--- config.mk ---
export PLATFORM = sky130hd
export DESIGN_NAME = vm_vend_sequencer
export DESIGN_NICKNAME = d
export VERILOG_FILES = /design/src/rtl/vm_pkg.sv /design/src/rtl/vm_inventory.sv /design/src/rtl/vm_vend_sequencer.sv
export SDC_FILE = /design/constraint.sdc
export NUM_CORES = 1
export LEC_CHECK = 0
export ABC_CLOCK_PERIOD_IN_PS = 3700
export CORE_UTILIZATION = 33
export DETAILED_ROUTE_END_ITERATION = 8
export REMOVE_ABC_BUFFERS = 1
export SYNTH_ARGS = -nofsm -noshare
export SYNTH_HDL_FRONTEND = slang
export SYNTH_HIERARCHICAL = 1
export SYNTH_SLANG_ARGS = --single-unit
--- constraint.sdc ---
create_clock -name clk -period 3.7 [get_ports clk]
set_input_delay 0.37 -clock clk [delete_from_list [all_inputs] [get_ports clk]]
set_output_delay 0.37 -clock clk [all_outputs]
set_load 0.02 [all_outputs]
--- src/rtl/vm_pkg.sv ---
// Shared types, status codes and coin decode for the vending machine transaction controller.
package vm_pkg;

    localparam int DEF_NSLOT  = 6;
    localparam int DEF_CNT_W  = 4;
    localparam int DEF_COST_W = 8;
    localparam int SLOT_W     = 3;

    typedef enum logic [1:0] {
        S_IDLE     = 2'd0,
        S_CHECK    = 2'd1,
        S_DISPENSE = 2'd2,
        S_CHANGE   = 2'd3
    } state_e;

    localparam logic [1:0] ST_NONE    = 2'b00;
    localparam logic [1:0] ST_SOLDOUT = 2'b01;
    localparam logic [1:0] ST_REFUSED = 2'b10;
    localparam logic [1:0] ST_VENDED  = 2'b11;

    function automatic logic [7:0] coin_value(input bit [1:0] code);
        case (code)
            2'b01:   return 8'd5;
            2'b10:   return 8'd10;
            2'b11:   return 8'd25;
            default: return 8'd0;
        endcase
    endfunction

endpackage

--- src/rtl/vm_inventory.sv ---
// Per-slot (count, cost) register file: restock write port, decrement/restore port,
// combinational read of one slot.
module vm_inventory
    import vm_pkg::*;
#(
    parameter int NSLOT  = DEF_NSLOT,
    parameter int CNT_W  = DEF_CNT_W,
    parameter int COST_W = DEF_COST_W
) (
    input  logic              clk,
    input  logic              rst,
    input  logic              wr_en,
    input  logic [SLOT_W-1:0] wr_slot,
    input  logic [CNT_W-1:0]  wr_count,
    input  logic [COST_W-1:0] wr_cost,
    input  logic              adj_en,
    input  logic              adj_inc,
    input  logic [SLOT_W-1:0] adj_slot,
    input  logic [SLOT_W-1:0] rd_slot,
    output logic [CNT_W-1:0]  rd_count,
    output logic [COST_W-1:0] rd_cost
);

    logic [CNT_W-1:0]  count_q [NSLOT];
    logic [COST_W-1:0] cost_q  [NSLOT];

    // NOTE: the table is a handful of flops, not a RAM, so it is reset like any other state.
    always_ff @(posedge clk or negedge rst) begin
        if (!rst) begin
            for (int i = 0; i < NSLOT; i++) begin
                count_q[i] <= '0;
                cost_q[i]  <= '0;
            end
        end else begin
            for (int i = 0; i < NSLOT; i++) begin
                if (wr_en && wr_slot == SLOT_W'(i)) begin
                    count_q[i] <= wr_count;
                    cost_q[i]  <= wr_cost;
                end else if (adj_en && adj_slot == SLOT_W'(i)) begin
                    count_q[i] <= adj_inc ? count_q[i] + CNT_W'(1) : count_q[i] - CNT_W'(1);
                end
            end
        end
    end

    always_comb begin
        rd_count = '0;
        rd_cost  = '0;
        for (int i = 0; i < NSLOT; i++) begin
            if (rd_slot == SLOT_W'(i)) begin
                rd_count = count_q[i];
                rd_cost  = cost_q[i];
            end
        end
    end

endmodule

--- src/rtl/vm_vend_sequencer.sv ---
// Vending transaction controller: coin credit, selection check, dispenser handshake
// with timeout, change return and restock arbitration.
module vm_vend_sequencer
    import vm_pkg::*;
#(
    parameter int NSLOT       = DEF_NSLOT,
    parameter int CNT_W       = DEF_CNT_W,
    parameter int COST_W      = DEF_COST_W,
    parameter int ACK_TIMEOUT = 15
) (
    input  logic              clk,
    input  logic              rst,
    input  logic [1:0]        coins,
    input  logic [NSLOT-1:0]  button,
    input  logic              cancel,
    input  logic              sup_valid,
    input  logic [2:0]        sup_slot,
    input  logic [CNT_W-1:0]  sup_count,
    input  logic [COST_W-1:0] sup_cost,
    output logic              sup_ready,
    output logic              disp_req,
    output logic [2:0]        disp_slot,
    input  logic              disp_ack,
    output logic [2:0]        product,
    output logic [1:0]        status,
    output logic [COST_W-1:0] balance,
    output logic [COST_W-1:0] change,
    output logic              change_valid,
    output logic              coin_reject
);

    localparam int TMR_W = $clog2(ACK_TIMEOUT + 1);

    state_e              state_q, state_d;
    logic [SLOT_W-1:0]   slot_q, slot_d;
    logic [COST_W-1:0]   balance_q, balance_d;
    logic [TMR_W-1:0]    timer_q, timer_d;
    logic [1:0]          status_q, status_d;
    logic [2:0]          product_q, product_d;
    logic [COST_W-1:0]   change_q, change_d;
    logic                change_valid_q, change_valid_d;
    logic                coin_reject_q, coin_reject_d;

    logic                btn_valid;
    logic [SLOT_W-1:0]   btn_slot;
    logic                coin_present;
    logic [COST_W:0]     coin_sum;
    logic                inv_wr_en, inv_adj_en, inv_adj_inc;
    logic [CNT_W-1:0]    rd_count;
    logic [COST_W-1:0]   rd_cost;

    always_comb begin
        btn_valid = ($countones(button) == 1);
        btn_slot  = '0;
        for (int i = 0; i < NSLOT; i++) begin
            if (button[i]) btn_slot = SLOT_W'(i);
        end
    end

    assign coin_present = (coins != 2'b00);
    assign coin_sum     = {1'b0, balance_q} + {1'b0, COST_W'(coin_value(coins))};

    // Restock only when no credit is open and nothing from the user is pending this cycle.
    assign sup_ready = rst && (state_q == S_IDLE) && (balance_q == '0) && !btn_valid && !coin_present;
    assign inv_wr_en = sup_valid && sup_ready && (int'(sup_slot) < NSLOT);

    vm_inventory #(
        .NSLOT (NSLOT),
        .CNT_W (CNT_W),
        .COST_W(COST_W)
    ) u_inv (
        .clk     (clk),
        .rst     (rst),
        .wr_en   (inv_wr_en),
        .wr_slot (sup_slot),
        .wr_count(sup_count),
        .wr_cost (sup_cost),
        .adj_en  (inv_adj_en),
        .adj_inc (inv_adj_inc),
        .adj_slot(slot_q),
        .rd_slot (slot_q),
        .rd_count(rd_count),
        .rd_cost (rd_cost)
    );

    // NOTE: every signal driven here gets a default first so no path can infer a latch.
    always_comb begin
        state_d        = state_q;
        slot_d         = slot_q;
        balance_d      = balance_q;
        timer_d        = timer_q;
        status_d       = status_q;
        product_d      = '0;
        change_d       = '0;
        change_valid_d = 1'b0;
        coin_reject_d  = 1'b0;
        inv_adj_en     = 1'b0;
        inv_adj_inc    = 1'b0;

        if (coin_present) begin
            if (state_q == S_IDLE && !coin_sum[COST_W]) balance_d = coin_sum[COST_W-1:0];
            else                                         coin_reject_d = 1'b1;
        end

        case (state_q)
            S_IDLE: begin
                if (cancel) begin
                    if (balance_q != '0) state_d = S_CHANGE;
                end else if (btn_valid) begin
                    slot_d  = btn_slot;
                    state_d = S_CHECK;
                end
            end
            S_CHECK: begin
                state_d = S_IDLE;
                if (rd_count == '0) begin
                    status_d = ST_SOLDOUT;
                end else if (rd_cost == '0 || balance_q < rd_cost) begin
                    status_d = ST_REFUSED;
                end else begin
                    status_d   = ST_NONE;
                    inv_adj_en = 1'b1;
                    balance_d  = balance_q - rd_cost;
                    timer_d    = '0;
                    state_d    = S_DISPENSE;
                end
            end
            S_DISPENSE: begin
                // An ack in the final timeout cycle still completes the vend.
                if (disp_ack) begin
                    product_d = slot_q + 3'd1;
                    status_d  = ST_VENDED;
                    state_d   = (balance_q != '0) ? S_CHANGE : S_IDLE;
                end else if (timer_q == TMR_W'(ACK_TIMEOUT - 1)) begin
                    inv_adj_en  = 1'b1;
                    inv_adj_inc = 1'b1;
                    balance_d   = balance_q + rd_cost;
                    status_d    = ST_REFUSED;
                    state_d     = S_IDLE;
                end else begin
                    timer_d = timer_q + TMR_W'(1);
                end
            end
            S_CHANGE: begin
                change_d       = balance_q;
                change_valid_d = 1'b1;
                balance_d      = '0;
                state_d        = S_IDLE;
            end
            default: state_d = S_IDLE;
        endcase
    end

    // NOTE: sequential state uses non-blocking assignments so every register samples the same edge.
    always_ff @(posedge clk or negedge rst) begin
        if (!rst) begin
            state_q        <= S_IDLE;
            slot_q         <= '0;
            balance_q      <= '0;
            timer_q        <= '0;
            status_q       <= ST_NONE;
            product_q      <= '0;
            change_q       <= '0;
            change_valid_q <= 1'b0;
            coin_reject_q  <= 1'b0;
        end else begin
            state_q        <= state_d;
            slot_q         <= slot_d;
            balance_q      <= balance_d;
            timer_q        <= timer_d;
            status_q       <= status_d;
            product_q      <= product_d;
            change_q       <= change_d;
            change_valid_q <= change_valid_d;
            coin_reject_q  <= coin_reject_d;
        end
    end

    assign disp_req     = (state_q == S_DISPENSE);
    assign disp_slot    = disp_req ? slot_q : 3'd0;
    assign product      = product_q;
    assign status       = status_q;
    assign balance      = balance_q;
    assign change       = change_q;
    assign change_valid = change_valid_q;
    assign coin_reject  = coin_reject_q;

endmodule

==> metrics.yaml <==
status: "completed"
async_flop_share_pct: 100.0
hold_viol: 0
synth_top_family_by_area: "compound AO/OA/AOI/OAI gates"
max_stage_delay_ns: 0.48
ys_ff_latch: 104
drv_slew: 0
crit_arrival_ns: 3.77
worst-slew-pin-transition_ns: 0.7565
critical_path_buf_inv_count: 5
cts_root_buffer: "clkbuf_16"
final_layout_size_suffix_gt1_share_pct: 21.43
grt_util_all_layers_pct: 16.79
synthXorXnorAreaFrac_pct: 3.671
dp_cells: 1014
ant_nets: 0
die_area_um2: 20820
drt_iter0_drc: 186
grt-ovfl-total: 0
crit_family: "adder cells"
synth_area_leaders: "dfrtp_1 (39%), mux2_2 (8.8%), ha_1 (7.5%)"
gp_congestion: 0.8280
n_fill_cell: 1975
synth_top_area_share_pct: 38.96
num_antenna_cells: 0
synth_cell_type_count: 60
viasPerCell: 4.973
synth_edf_count: 0
skew_ns: 0.008626
path_max_fanout: 5
ys_seq_area_share_pct: 38.96
row_count: 51
peakVddDrop_mv: 0.3137
post-route-min-period_ns: 3.527
p_leak_nw: 3.736
start_util_pct: 33.99
ys.flop_type: "dfrtp_1"
die_h_um: 144.3
final_util_pct: 42.34
htree_levels: 3
yosys_warnings: 6
firstDrtPassIters: 4
num-nets-final: 845
synth-simple-area-share_pct: 13.69
synthAdderAreaFrac_pct: 11.09
fin_worst_hold_slack_ns: 0.1211
area_growth_pct: 24.56
grt_pass1_wl_um: 26810
synth_top_cell_by_area: "dfrtp_1"
max_freq_mhz: 283.5
die_w_um: 144.3
cts.clk_slew.worst_paths_ns: 0.08
min_period_over_period_pct: 95.33
cpMaxStageDelayCell: "fa_1"
cts_tree: "done"
syn_area_per_cell_um2: 10.08
required_ns: 3.94
synthMuxAreaShare_pct: 14.35
synth_compound_gate_area_share_pct: 14.83
place_area_um2: 7900
yosysMostFrequentCell: "dfrtp_1"
holdBufCountCts: 0
synth_commonest_cells: "dfrtp_1 (104), nand2_1 (58), mux2_2 (52)"
drc: 0
clock_latency_ns: 0.36
crit_type: "input pin to flop"
hpwl_um: 12200
grt_pass1_vias: 5182
ff2ff_path_depth: 15
io_pins: 56
slew_headroom_pct: 49.57
drv_cap: 0
clock-sinks: 104
via_count: 5147
numCtsBuffers: 9
stdcell_count: 1035
cts.path.max_buffers: 2
core_um2: 19650
antenna_found_initial: 0
syn_area_um2: 6680
start_kind: "input pin"
synth_cells: 663
post_drt_wl_per_cell_um: 15.78
endpoint_kind: "flop"
crit_top_cell: "fa_1"
wl_um: 16330
cp.depth: 16
portBuffers: 55
worstPathCellList: "clkdlybuf4s15_1 > fa_1 > inv_1 > fa_1 > inv_1 > ha_2 > inv_2 > fa_1 > nand3_2 > nand4_1 > nor2_2 > and3_4 > nor2b_4 > nor3b_4 > buf_6 > mux2_4"
stdcell_area_um2: 8320
setup_viol: 0
min_path_type: "input pin to asynchronous set/reset pin"
setup_tns_ns: 0
grt_max_degree: 60
power.density_nw_per_um2: 543.7
## logic make-up (layout without fill, tap and decap cells)
family | count (synthesis) | in the layout
AO/OA/AOI/OAI | 155 | 155
XOR/XNOR | 28 | 28
adder cells (fa/ha/maj) | 52 | 52
buffers and inverters | 54 | 161
flip-flops | 104 | 104
multiplexers | 88 | 88
AND/OR/NAND/NOR | 182 | 182
## sequential cells by signal, summed over array words and instances, names as in the netlist
signal,count
coin_reject,1
product,3
timer_q,4
slot_q,3
state_q,2
change,8
balance,8
change_valid,1
status,2
u_inv/count_q,24
u_inv/cost_q,48
## power breakdown
group,leakage (nW),internal (mW),switching [mW]
Combinational,2.17,0.955,1.14
Sequential,1.42,1.31,0.182
Clock,0.141,0.474,0.470
Total,3.74,2.74,1.79
## per-layer routing
| metal | track usage [%] | vias up | wire (µm) |
|---|---|---|---|
| li1 | - | 2577 | - |
| met1 | 22.65 | 2508 | 7925 |
| met2 | 28.30 | 55 | 7860 |
| met3 | 1.689 | 7 | 446 |
| met4 | 5.152 | 0 | 101 |
| met5 | 0 | - | 0 |
## final timing paths
path                                 start                end  slack (ns)
max                              button[0]   u_inv/cost_q[43]        0.17
min                                    rst          change[1]        0.12
max reg2reg                      slot_q[1]  u_inv/count_q[11]        0.28
min reg2reg                u_inv/cost_q[6]    u_inv/cost_q[6]        0.51
max in group asynchronous              rst   u_inv/count_q[6]        2.38
min in group clk           u_inv/cost_q[6]    u_inv/cost_q[6]        0.51
## placed cells by master, fill, tap and decap left out, drive strengths merged, types with 18 or more instances in the layout
| master | netlist | layout |
|---|---|---|
| a21oi | 46 | 46 |
| buf | 14 | 62 |
| clkdlybuf4s50 | 0 | 50 |
| dfrtp | 104 | 104 |
| ha | 40 | 40 |
| inv | 29 | 33 |
| mux2 | 52 | 52 |
| mux2i | 35 | 35 |
| nand2 | 58 | 58 |
| nor2 | 41 | 41 |
| o21ai | 49 | 49 |
| xnor2 | 18 | 18 |
## layout make-up
cell class	instances	area (µm²)	share of cell area, %
clock buffer	10	229.0	2.752
clock inverter	6	60.06	0.7218
inverter	29	108.9	1.308
multi-input combinational	505	3944	47.40
sequential	104	2604	31.29
tap	265	331.6	3.985
timing repair buffer	116	1044	12.54
## stage by stage
stage / power (mW) / setup slack [ns]
after detailed placement: 3.543 / -0.6345
final: 4.524 / 0.1728
after global routing: 4.835 / -0.02537
after floorplan: 2.782 / -0.5647
after global placement: 3.526 / -0.5722
after CTS: 4.518 / 0.01637
## repair_timing
action,CTS,global route
buffers inserted,0,4
cloned,1,0
pin swaps,1,8
endpoints found under the setup margin,42,46
resized for setup,13,23
(Power assumes the default switching activity.)
